[src/rtl/imu_packet_parser.sv]
// imu_packet_parser: walks the SPI slave's 16-byte snapshot after CS rises, validates it and commits IMU samples.
// Optional checksum validation on byte 15 is enabled by defining IMU_PKT_CHECKSUM_EN.
module imu_packet_parser #(
    parameter int SETTLE_CYCLES  = 4,
    parameter int TIMEOUT_CYCLES = 2000000,
    parameter int CNT_W          = 16
) (
    input  logic                    clk,
    input  logic                    rst_n,
    input  logic                    cs_n,
    input  logic [7:0]              packet_buffer [0:15],
    output logic signed [15:0]      roll,
    output logic signed [15:0]      pitch,
    output logic signed [15:0]      yaw,
    output logic signed [15:0]      gyro_x,
    output logic signed [15:0]      gyro_y,
    output logic signed [15:0]      gyro_z,
    output logic [7:0]              flags,
    output logic                    sample_valid,
    output logic                    busy,
    output logic                    stale,
    output logic [CNT_W-1:0]        good_count,
    output logic [CNT_W-1:0]        drop_count
);
    localparam int SW = $clog2(SETTLE_CYCLES + 1);
    localparam int TW = $clog2(TIMEOUT_CYCLES + 1);

    typedef enum logic [1:0] {IDLE, SETTLE, SCAN, COMMIT} state_t;

    state_t        state;
    logic [SW-1:0] scnt;
    logic [3:0]    idx;
    logic          hdr_ok;
    logic [7:0]    stage [1:13];
    logic [TW-1:0] tcnt;
    logic          cs_meta, cs_sync, cs_prev;
    logic          cs_rise;
    logic          pkt_ok;
    logic [7:0]    cur;

    assign cur     = packet_buffer[idx];
    assign cs_rise = cs_sync & ~cs_prev;
    assign stale   = (tcnt == TW'(TIMEOUT_CYCLES)) || (good_count == '0);

`ifdef IMU_PKT_CHECKSUM_EN
    logic [7:0] acc;
    // Running XOR of every scanned byte; zero after byte 15 means the checksum matches.
    always_ff @(posedge clk or negedge rst_n) begin
        if (!rst_n) acc <= 8'h00;
        else if (state == SETTLE) acc <= 8'h00;
        else if (state == SCAN) acc <= acc ^ cur;
    end
    assign pkt_ok = hdr_ok && (acc == 8'h00);
`else
    assign pkt_ok = hdr_ok;
`endif

    // Synchronize the raw chip select and keep its previous value for edge detection.
    always_ff @(posedge clk or negedge rst_n) begin
        if (!rst_n) begin
            cs_meta <= 1'b1;
            cs_sync <= 1'b1;
            cs_prev <= 1'b1;
        end else begin
            cs_meta <= cs_n;
            cs_sync <= cs_meta;
            cs_prev <= cs_sync;
        end
    end

    // Parser FSM: settle, scan the snapshot byte-serially, then commit or drop.
    always_ff @(posedge clk or negedge rst_n) begin
        if (!rst_n) begin
            state        <= IDLE;
            scnt         <= '0;
            idx          <= '0;
            hdr_ok       <= 1'b0;
            for (int i = 1; i <= 13; i++) stage[i] <= 8'h00;
            roll         <= '0;
            pitch        <= '0;
            yaw          <= '0;
            gyro_x       <= '0;
            gyro_y       <= '0;
            gyro_z       <= '0;
            flags        <= '0;
            sample_valid <= 1'b0;
            busy         <= 1'b0;
            good_count   <= '0;
            drop_count   <= '0;
        end else begin
            sample_valid <= 1'b0;
            case (state)
                IDLE: begin
                    if (cs_rise) begin
                        state <= SETTLE;
                        scnt  <= '0;
                        busy  <= 1'b1;
                    end
                end
                SETTLE: begin
                    if (cs_rise) begin
                        scnt <= '0;
                    end else if (scnt == SW'(SETTLE_CYCLES - 1)) begin
                        state  <= SCAN;
                        idx    <= '0;
                        hdr_ok <= 1'b0;
                    end else begin
                        scnt <= scnt + 1'b1;
                    end
                end
                SCAN: begin
                    if (cs_rise) begin
                        state <= SETTLE;
                        scnt  <= '0;
                    end else begin
                        if (idx == 4'd0) hdr_ok <= (cur == 8'hAA);
                        if (idx >= 4'd1 && idx <= 4'd13) stage[idx] <= cur;
                        idx <= idx + 1'b1;
                        if (idx == 4'd15) state <= COMMIT;
                    end
                end
                COMMIT: begin
                    if (pkt_ok) begin
                        roll         <= {stage[1], stage[2]};
                        pitch        <= {stage[3], stage[4]};
                        yaw          <= {stage[5], stage[6]};
                        gyro_x       <= {stage[7], stage[8]};
                        gyro_y       <= {stage[9], stage[10]};
                        gyro_z       <= {stage[11], stage[12]};
                        flags        <= stage[13];
                        sample_valid <= 1'b1;
                        if (good_count != '1) good_count <= good_count + 1'b1;
                    end else if (drop_count != '1) begin
                        drop_count <= drop_count + 1'b1;
                    end
                    state <= cs_rise ? SETTLE : IDLE;
                    scnt  <= '0;
                    busy  <= cs_rise;
                end
                default: begin
                    state <= IDLE;
                    busy  <= 1'b0;
                end
            endcase
        end
    end

    // Cycles since the last good commit, saturating at the timeout.
    always_ff @(posedge clk or negedge rst_n) begin
        if (!rst_n) tcnt <= '0;
        else if (state == COMMIT && pkt_ok) tcnt <= '0;
        else if (tcnt != TW'(TIMEOUT_CYCLES)) tcnt <= tcnt + 1'b1;
    end
endmodule

[config.mk]
export PLATFORM = sky130hd
export DESIGN_NAME = imu_packet_parser
export DESIGN_NICKNAME = d
export VERILOG_FILES = /design/src/rtl/imu_packet_parser.sv
export SDC_FILE = /design/constraint.sdc
export NUM_CORES = 1
export LEC_CHECK = 0
export CAP_MARGIN = 25
export CORE_UTILIZATION = 36
export DETAILED_ROUTE_END_ITERATION = 10
export GPL_TIMING_DRIVEN = 0
export SLEW_MARGIN = 20
export SYNTH_ARGS = -nofsm -noshare
export SYNTH_HDL_FRONTEND = slang
export SYNTH_SLANG_ARGS = --single-unit
[constraint.sdc]
create_clock -name clk -period 2.2 [get_ports clk]
set_input_delay 0.44 -clock clk [delete_from_list [all_inputs] [get_ports clk]]
set_output_delay 0.44 -clock clk [all_outputs]
set_load 0.05 [all_outputs]
# Word-level counts from Yosys, hierarchy flattened
# Cells that the tools add are included.
# W data, S select, Z words.
# word_totals
register_bits	276
inputBits	131
out_inout_bits	139
wordCells	116
# classes
addsub	5
order_cmp	4
eq_ne	18
mux	32
n_bitwise	5
n_reduce_logical	20
# ops
cell	n
$bwmux W104	1
$mux W21	2
$add A16 B1 Y16 const B	2
$bmux W8 S4	1
$demux W8 S4	1
$ne A16 B16 Y1 const B	2
$mux W8	3
$add A21 B1 Y21 const B	1
$eq A21 B21 Y1 const B	1
$ne A21 B21 Y1 const B	1
$logic_not A16 Y1	1
$mux W4	3
$mux W2	5
$ne A2 B2 Y1 const B	5
$mux W3	3
$pmux W3 S3	1
$reduce_and A3 Y1	3
$eq A8 B8 Y1 const B	1
$mux W1	8
$pmux W2 S4	1
$pmux W4 S2	1
$reduce_and A4 Y1	2
$ne A3 B3 Y1 const B	2
$reduce_and A2 Y1	3
other kinds (22)	30

# Longest topological paths before layout
# Gate-level depths: netlist of run 1.
# depth
word_depth	8
depth_mapped	8
mapped_depth_nobuf	7

# Least setup slack after synthesis of run 1
# OpenSTA, ideal clock, no wires.
# synth_timing
path_kind	register -> register
start	reg idx[1]
end	reg stage[10] in the netlist's numbering
setup_time_ns	0.125
arrival_time_ns	2.209
required_time_ns	2.075
path_slack_ns	-0.134
path_stages_with_launch	8
n_path_buf	3
synth_period_minus_slack_ns	2.334
cell_sequence	dfrtp_1 > buf_2 > buf_1 > inv_1 > ha_1 > buf_1 > o2111ai_1 > mux2_2
# synth_between
elab_chain_cells	6
word_cells_on_any_way	14
classes_between	4 x order compare; 6 x mux; 1 x bitwise; 3 x reduce/logical
# synth_rtl
item	line	rtl
from (decl)	32	logic [3:0] idx;
from (signal assigned)	118	idx <= idx + 1'b1;
$not A4 Y5 (implied by the code)	41, 117	
$ge A5 B5 Y1 (implied by the code) / $lt A5 B1 Y1 (equally long branches)	117	if (idx >= 4'd1 && idx <= 4'd13) stage[idx] <= cur;
$logic_and A1 B1 Y1 (implied by the code)	117	
$mux W8 (implied by the code)	117	
$demux W8 S4	117	
$bwmux W104	117	
to (signal, indexed assignment)	117	
to (decl)	34	logic [7:0] stage [1:13];
# Parallel ways exist; a longest one is shown, timed or not. The select of a mux whose other input is x is not followed.
# A chain may end at the register's enable or synchronous reset.

# Worst setup path in the final report of run 1
# layout_timing
start	reg tcnt[5]
end	out stale
# layout_between
elab_chain_cells	2
# layout_rtl
item	line	rtl
from (decl)	35	logic [TW-1:0] tcnt;
from (signal assigned)	152	else if (tcnt != TW'(TIMEOUT_CYCLES)) tcnt <= tcnt + 1'b1;
$eq A21 B21 Y1	43	assign stale = (tcnt == TW'(TIMEOUT_CYCLES)) || (good_count == '0);
$logic_or A1 B1 Y1	43	
to (decl)	21	output logic stale,
# No other way between the ends.

==> results of run 1 <==
==> critical path: stages (launching register included) <==
cell and delay [ns]:
dfrtp_1 0.37, or4_4 0.56, nor4_4 0.16, nand4_1 0.11, buf_4 0.18, nand2_4 0.06, buf_8 0.14
==> report_power, final <==
part,leakage (µW),internal [µW],switching (µW)
Clock,0.000542,3380,2060
Combinational,0.00476,1680,1600
Sequential,0.00379,5230,125
==> per-layer routing <==
layer | wire length [µm] | up-vias
li1 | - | 4320
met1 | 13700 | 4624
met2 | 18000 | 306
met3 | 2070 | 45
met4 | 767 | 0
met5 | 0 | -
==> final cells by class <==
| type | instances | area [µm²] | area share, % |
|---|---|---|---|
| antenna | 1 | 2.50 | 0.0143 |
| buffer | 46 | 400 | 2.28 |
| clock buffer | 33 | 781 | 4.45 |
| clock inverter | 21 | 298 | 1.70 |
| inverter | 19 | 73.8 | 0.421 |
| multi-input combinational | 733 | 5230 | 29.8 |
| sequential | 276 | 6910 | 39.4 |
| tap | 442 | 553 | 3.15 |
| timing repair buffer | 310 | 3300 | 18.8 |
==> final timing paths <==
path	endpoint	cells past startpoint
max	stale	6
min	cs_meta	1
max reg2reg	stage[71]	7
min reg2reg	cs_sync	0
max in group asynchronous	cs_sync	4
min in group asynchronous	gyro_x[2]	2
==> cell families after synthesis <==
family / synth area share [%]
AND/OR/NAND/NOR: 17.3
flip-flops: 57.2
multiplexers: 15.9
XOR/XNOR: 3.41
AO/OA/AOI/OAI: 2.37
adder cells (fa/ha/maj): 1.24
buffers and inverters: 2.57
==> cell usage after synthesis, drive strengths merged (18+ instances only) <==
master	count	area, µm²
nand2	351	1320
buf	26	145
nor3	18	95.1
nor2	38	148
nand3	28	140
clkbuf	25	93.8
xor2	23	201
mux2	105	1180
dfrtp	273	6830
inv	19	71.3
mux4	33	743
xnor2	24	210
==> stage by stage <==
stage | instance area (µm²) | hold WS, ns | setup WS, ns | total power [µW]
after global placement | 15300 | 0.363 | -11.28 | 7630
after CTS | 17300 | 0.275 | -0.480 | 14100
after global routing | 17500 | 0.290 | -0.438 | 14600
final | 17500 | 0.300 | -0.370 | 14100
after floorplan | 12100 | 0.144 | 0.0305 | 6680
after detailed placement | 15400 | 0.304 | -0.684 | 7670
==> what timing repair did <==
action,in CTS,in global routing
gates cloned,7,0
endpoints found under the setup margin,265,187
hold buffers,1,0
gates resized for setup,207,65
pin swaps,25,11
hold endpoints to repair,25,0
setup buffers,29,3
==> cells in the final DEF (no fill, tap or decap), types with 11 or more instances in the layout <==
cell / netlist / routed
buf_4: 1 / 11
clkbuf_1: 25 / 17
nand4_1: 17 / 17
clkbuf_16: 0 / 29
mux4_2: 33 / 33
dlymetal6s2s_1: 0 / 27
dlygate4sd2_1: 0 / 77
xor2_1: 23 / 23
nor2_1: 36 / 36
buf_6: 4 / 17
mux2_4: 0 / 17
inv_1: 18 / 18
xnor2_1: 24 / 24
a22oi_2: 0 / 13
mux2_2: 105 / 88
nand3_1: 28 / 17
buf_12: 0 / 15
nor3_1: 17 / 17
clkdlybuf4s50_1: 0 / 163
dfrtp_1: 273 / 273
nand2_1: 351 / 343
clkinv_2: 0 / 12
==> state kept, by name, indices dropped and copies added, names as in the netlist <==
| name | count |
|---|---|
| stage | 104 |
| tcnt | 21 |
| drop_count | 16 |
| good_count | 16 |
| gyro_x | 16 |
| gyro_y | 16 |
| gyro_z | 16 |
| pitch | 16 |
| roll | 16 |
| yaw | 16 |
| flags | 8 |
| idx | 4 |
| scnt | 3 |
| state | 2 |
| busy | 1 |
| cs_meta | 1 |
| cs_prev | 1 |
| cs_sync | 1 |
| hdr_ok | 1 |
| sample_valid | 1 |
==> impl_results.md, run 1 <==
- Status: finished, violations left
- Violated checks: setup timing
- Share of cells above drive strength 1: 21.6%
- Die W: 185 µm
- Peak VDD IR: 0.000598 V
- Crit share post-route: 117%
- Fill cells: 2,933
- R2r setup slk: -0.24 ns
- Drt first pass iters: 5
- Seq/Total Area, Yosys: 57.2%
- GRT met3 Usage: 3.07%
- Distinct cells, synth: 44
- Post-layout util: 53.5%
- Met1 Usage GRT: 24.8%
- Routability cong.: 0.796
- Grt met2 use: 37.8%
- Setup CP Type: flip-flop to primary output
- Final Non-Filler Cells: 1,881
- Power Density: 802 mW/mm²
- Die height: 185 µm
- Crit Reg-Reg Startpoint: idx[0]
- Seq cells post-synth: 276
- Total Wirelength: 34,500 µm
- RSZ-0062 raised after global routing: true
- Num Clock Sinks: 276
- Critical path endpoint category: primary output
- Initial antenna violation count: 0
- IO Pins: 270
- Critical Path Start Type: flip-flop
- Tightest Pin Transition: 0.699 ns
- Starting Density: 36.9%
- Die outline area: 0.0343 mm²
- H-tree Lvls: 1
- Post-synthesis cell area: 0.0121 mm²
- CTS tree: built
- WP data arrival: 2.13 ns
- Critical Path Source: tcnt[5]
- Leak Pwr: 0.00910 µW
- Area Growth Syn to Fin: 45.2%
- First-pass GRT wire length: 53,600 µm
- Routed vias: 9,295
- Final nets: 1,558
- Total DRC errors in the routed layout: 0
- CP required: 1.76 ns
- Wire per inst: 18.4 µm
- TNS Setup: -5.17 ns
- Final antenna-violating net count: 0
- Post-Syn Nets: 1,222
- CTS Root Cell: clkbuf_16
- Max cap viols: 0
- Pins Over Slew Limit: 0
- Fraction of registers with async set/reset: 100%
- Minimum clock period: 2.57 ns
- Post-synth top flop: dfrtp_1
- Placed cells: 1,793
- Final hold viol count: 0
- Clock latency on the worst-skew pair: 0.56 ns
- Worst-path fanout max: 2
- Clock slew at reported path FFs: 0.06 ns
- Row cnt: 66
- Fin worst setup slack: -0.370 ns
- Number of buffers created by CTS: 29
- Core area: 0.0328 mm²
- Largest net degree at the start of global routing: 89
- Vias in the first global route: 9,732
- IO buf count: 269
- Final Setup Violations: 85
- Vias per Instance: 4.94
- Syn Area/Cell: 11.2 µm²
- Hold Path Class: input pin to flip-flop
- Synth warn: 0
- Post-DP HPWL: 24,200 µm
- Cells after Synth: 1,079
- Max_slew headroom: 53.1%
- CTS max path bufs: 3
- Top achievable clock speed: 389 MHz
- Layout Skew: 0.0138 ns
- Worst hold start: cs_n
- GRT Util Overall: 20.6%
- Post-synth EDFFs: 0
- GRT busiest layer: met2
- Total gr overflow: 0
- Detailed Route Iter0 Violations: 494
Note: power is estimated with default switching activity, not from simulation.
==> inputs of run 2 (changes only) <==
CORE_MARGIN = 2   (was unset)
==> impl_results.md, run 2 (synthesis results as in run 1) <==
- GRT met3 Usage: 2.76% (was 3.07%)
- IO buf count: 269 (unchanged)
- Max FFs per register: 104 (unchanged)
- Die outline area: 0.0351 mm² (was 0.0343 mm²)
- Starting Density: 36.3% (was 36.9%)
- Status: finished, violations left (unchanged)
- Grt met2 use: 36.3% (was 37.8%)
- N_diodes: 0 (was 1)
- IO Pins: 270 (unchanged)
- Storage cell area: 0.00691 mm² (unchanged)
- Crit Reg-Reg Startpoint: idx[0] (unchanged)
- H-tree Lvls: 1 (unchanged)
- Die height: 187 µm (was 185 µm)
- Critical path endpoint category: primary output (unchanged)
- Fin worst setup slack: -0.431 ns (was -0.370 ns)
- Wire per inst: 18.4 µm (about the same)
- R2r setup slk: -0.19 ns (was -0.24 ns)
- Vias in the first global route: 9,620 (was 9,732)
- Max cap viols: 0 (unchanged)
- GRT busiest layer: met2 (unchanged)
- Leak Pwr: 0.00888 µW (was 0.00910 µW)
- Buf/Inv on CP: 1 (was 2)
- Detailed Route Iter0 Violations: 438 (was 494)
- Violated checks: setup timing (unchanged)
- Hold Path Class: input pin to flip-flop (unchanged)
- Final nets: 1,561 (was 1,558)
- WP data arrival: 2.19 ns (was 2.13 ns)
- Power Density: 772 mW/mm² (was 802 mW/mm²)
- Crit share post-route: 120% (was 117%)
- Number of buffers created by CTS: 29 (unchanged)
- GRT Util Overall: 19.8% (was 20.6%)
- Layout Skew: 0.0181 ns (was 0.0138 ns)
- Pins Over Slew Limit: 0 (unchanged)
- Final hold viol count: 0 (unchanged)
- R2R cell count: 10 (was 7)
- CTS tree: built (unchanged)
- Largest Register: stage (unchanged)
- Met1 Usage GRT: 24.7% (was 24.8%)
- Drt first pass iters: 5 (unchanged)
- CP Cell Sequence: or4_4, nor4_4, nand4_1, nand2_1, buf_6 (was or4_4, nor4_4, nand4_1, buf_4, nand2_4, buf_8)
- Worst hold start: cs_n (unchanged)
- Multi-input logic area: 0.00522 mm² (was 0.00523 mm²)
- Most frequent cells in the layout: 344 x nand2_1, 273 x dfrtp_1, 173 x clkdlybuf4s50_1, 80 x mux2_2, 74 x dlygate4sd2_1 (was 343 x nand2_1, 273 x dfrtp_1, 163 x clkdlybuf4s50_1, 88 x mux2_2, 77 x dlygate4sd2_1)
- Crit path max-delay family: simple AND/OR/NAND/NOR gates (unchanged)
- Largest net degree at the start of global routing: 84 (was 89)
- Clock latency on the worst-skew pair: 0.56 ns (about the same)
- First-pass GRT wire length: 54,500 µm (was 53,600 µm)
- CP required: 1.76 ns (about the same)
- Most common cell after layout, fill and taps aside: nand2_1 (unchanged)
- Row cnt: 67 (was 66)
- Vias per Instance: 4.88 (was 4.94)
- Setup CP Type: flip-flop to primary output (unchanged)
- Final antenna-violating net count: 0 (unchanged)
- Slowest-stage cell, CP: or4_4 (unchanged)
- Total Power: 13,400 µW (was 14,100 µW)
- Critical Path Start Type: flip-flop (unchanged)
- Max incr delay on CP: 0.56 ns (about the same)
- CTS max path bufs: 3 (unchanged)
- Biggest regs: stage (104), tcnt (21) (unchanged)
- Share of cells above drive strength 1: 20.7% (was 21.6%)
- Worst-path fanout max: 3 (was 2)
- Die W: 187 µm (was 185 µm)
- Minimum clock period: 2.63 ns (was 2.57 ns)
- Core area: 0.0333 mm² (was 0.0328 mm²)
- Placed cell areas: 0.0154 mm² (about the same)
- Total gr overflow: 0 (unchanged)
- Hold endpoint: cs_meta (unchanged)
- Routed vias: 9,220 (was 9,295)
- R2R Path End: stage[19] (was stage[71])
- Num Clock Sinks: 276 (unchanged)
- Final Setup Violations: 99 (was 85)
- Post-layout util: 52.3% (was 53.5%)
- Top achievable clock speed: 380 MHz (was 389 MHz)
- Post-DP HPWL: 24,100 µm (was 24,200 µm)
- Fill cells: 2,952 (was 2,933)
- Routability cong.: 0.788 (was 0.796)
- Peak VDD IR: 0.000566 V (was 0.000598 V)
- Total Wirelength: 34,700 µm (was 34,500 µm)
- Post-Layout Inst Area: 0.0174 mm² (was 0.0175 mm²)
- Total DRC errors in the routed layout: 0 (unchanged)
- Clock slew at reported path FFs: 0.06 ns (about the same)
- CTS Root Cell: clkbuf_16 (unchanged)
- Max_slew headroom: 53.6% (was 53.1%)
- RSZ-0062 raised after global routing: true (unchanged)
- Hold depth: 1 (unchanged)
- Area Growth Syn to Fin: 43.9% (was 45.2%)
- Tightest Pin Transition: 0.691 ns (was 0.699 ns)
- Initial antenna violation count: 0 (unchanged)
[run 2: changes by cell type in the layout (fill, tap and decap cells not counted), moves of 6 or more]
| cell | before | now |
|---|---|---|
| buf_6 | 17 | 24 |
| clkinv_2 | 12 | 6 |
| mux2_2 | 88 | 80 |
| dlymetal6s2s_1 | 27 | 20 |
| bufinv_16 | 7 | 1 |
| clkdlybuf4s50_1 | 163 | 173 |
| clkbuf_1 | 17 | 24 |
| mux2_4 | 17 | 25 |
[run 2: worst max path at each step]
stage	to	cells after the start	start
2_1_floorplan	stage[80]	8	idx[1]
3_3_place_gp	drop_count[1]	1	rst_n
3_5_place_dp	stale	5	tcnt[5]
4_1_cts	stale	5	tcnt[5]
5_1_grt	stale	5	tcnt[5]
6_report	stale	5	tcnt[5]
[run 2: routing by layer]
metal	share of wire [%]	wire, µm	vias up
met5	0	0	-
met4	1.7	600	0
met3	4.6	1590	46
met2	52	18200	259
met1	41	14400	4578
li1	-	-	4337
[run 2: repair_timing]
action / CTS / global route
hold endpoints to repair: 55 / 0
setup endpoints to repair: 274 / 128
hold buffers: 1 / 0
gates resized for setup: 204 / 47
pin swaps: 22 / 9
cloned: 5 / 1
buffers inserted: 32 / 3
[run 2: layout make-up]
cell class / instances / area share, %
clock buffer: 44 / 5.01
inverter: 19 / 0.424
clock inverter: 9 / 0.503
timing repair buffer: 313 / 19.0
multi-input combinational: 733 / 30.0
buffer: 46 / 2.08
sequential: 276 / 39.7
tap: 448 / 3.22
[run 2: through the flow]
stage	setup slack (ns)	instances	TNS (ns)	hold WS [ns]
3_5_place_dp	-0.680	1799	-80.03	0.348
6_report	-0.431	1888	-8.19	0.332
3_3_place_gp	-11.36	1796	-3198.92	0.347
2_1_floorplan	0.0305	1079	0	0.144
4_1_cts	-0.502	1886	-8.14	0.314
5_1_grt	-0.546	1888	-15.35	0.315
[run 2: worst register-to-register path, delay by kind of cell (launching register included)]
family,cells,cell delay [ns]
compound gates,1,0.18
buf+inv,6,0.85
flops,1,0.41
mux,2,0.69
simple gates,1,0.16
[run 2: power breakdown]
part | switching, µW | internal, µW | leakage [µW]
combinational | 1570 | 1630 | 0.00461
sequential | 125 | 5230 | 0.00379
clock | 2020 | 2850 | 0.000477
total | 3720 | 9710 | 0.00888
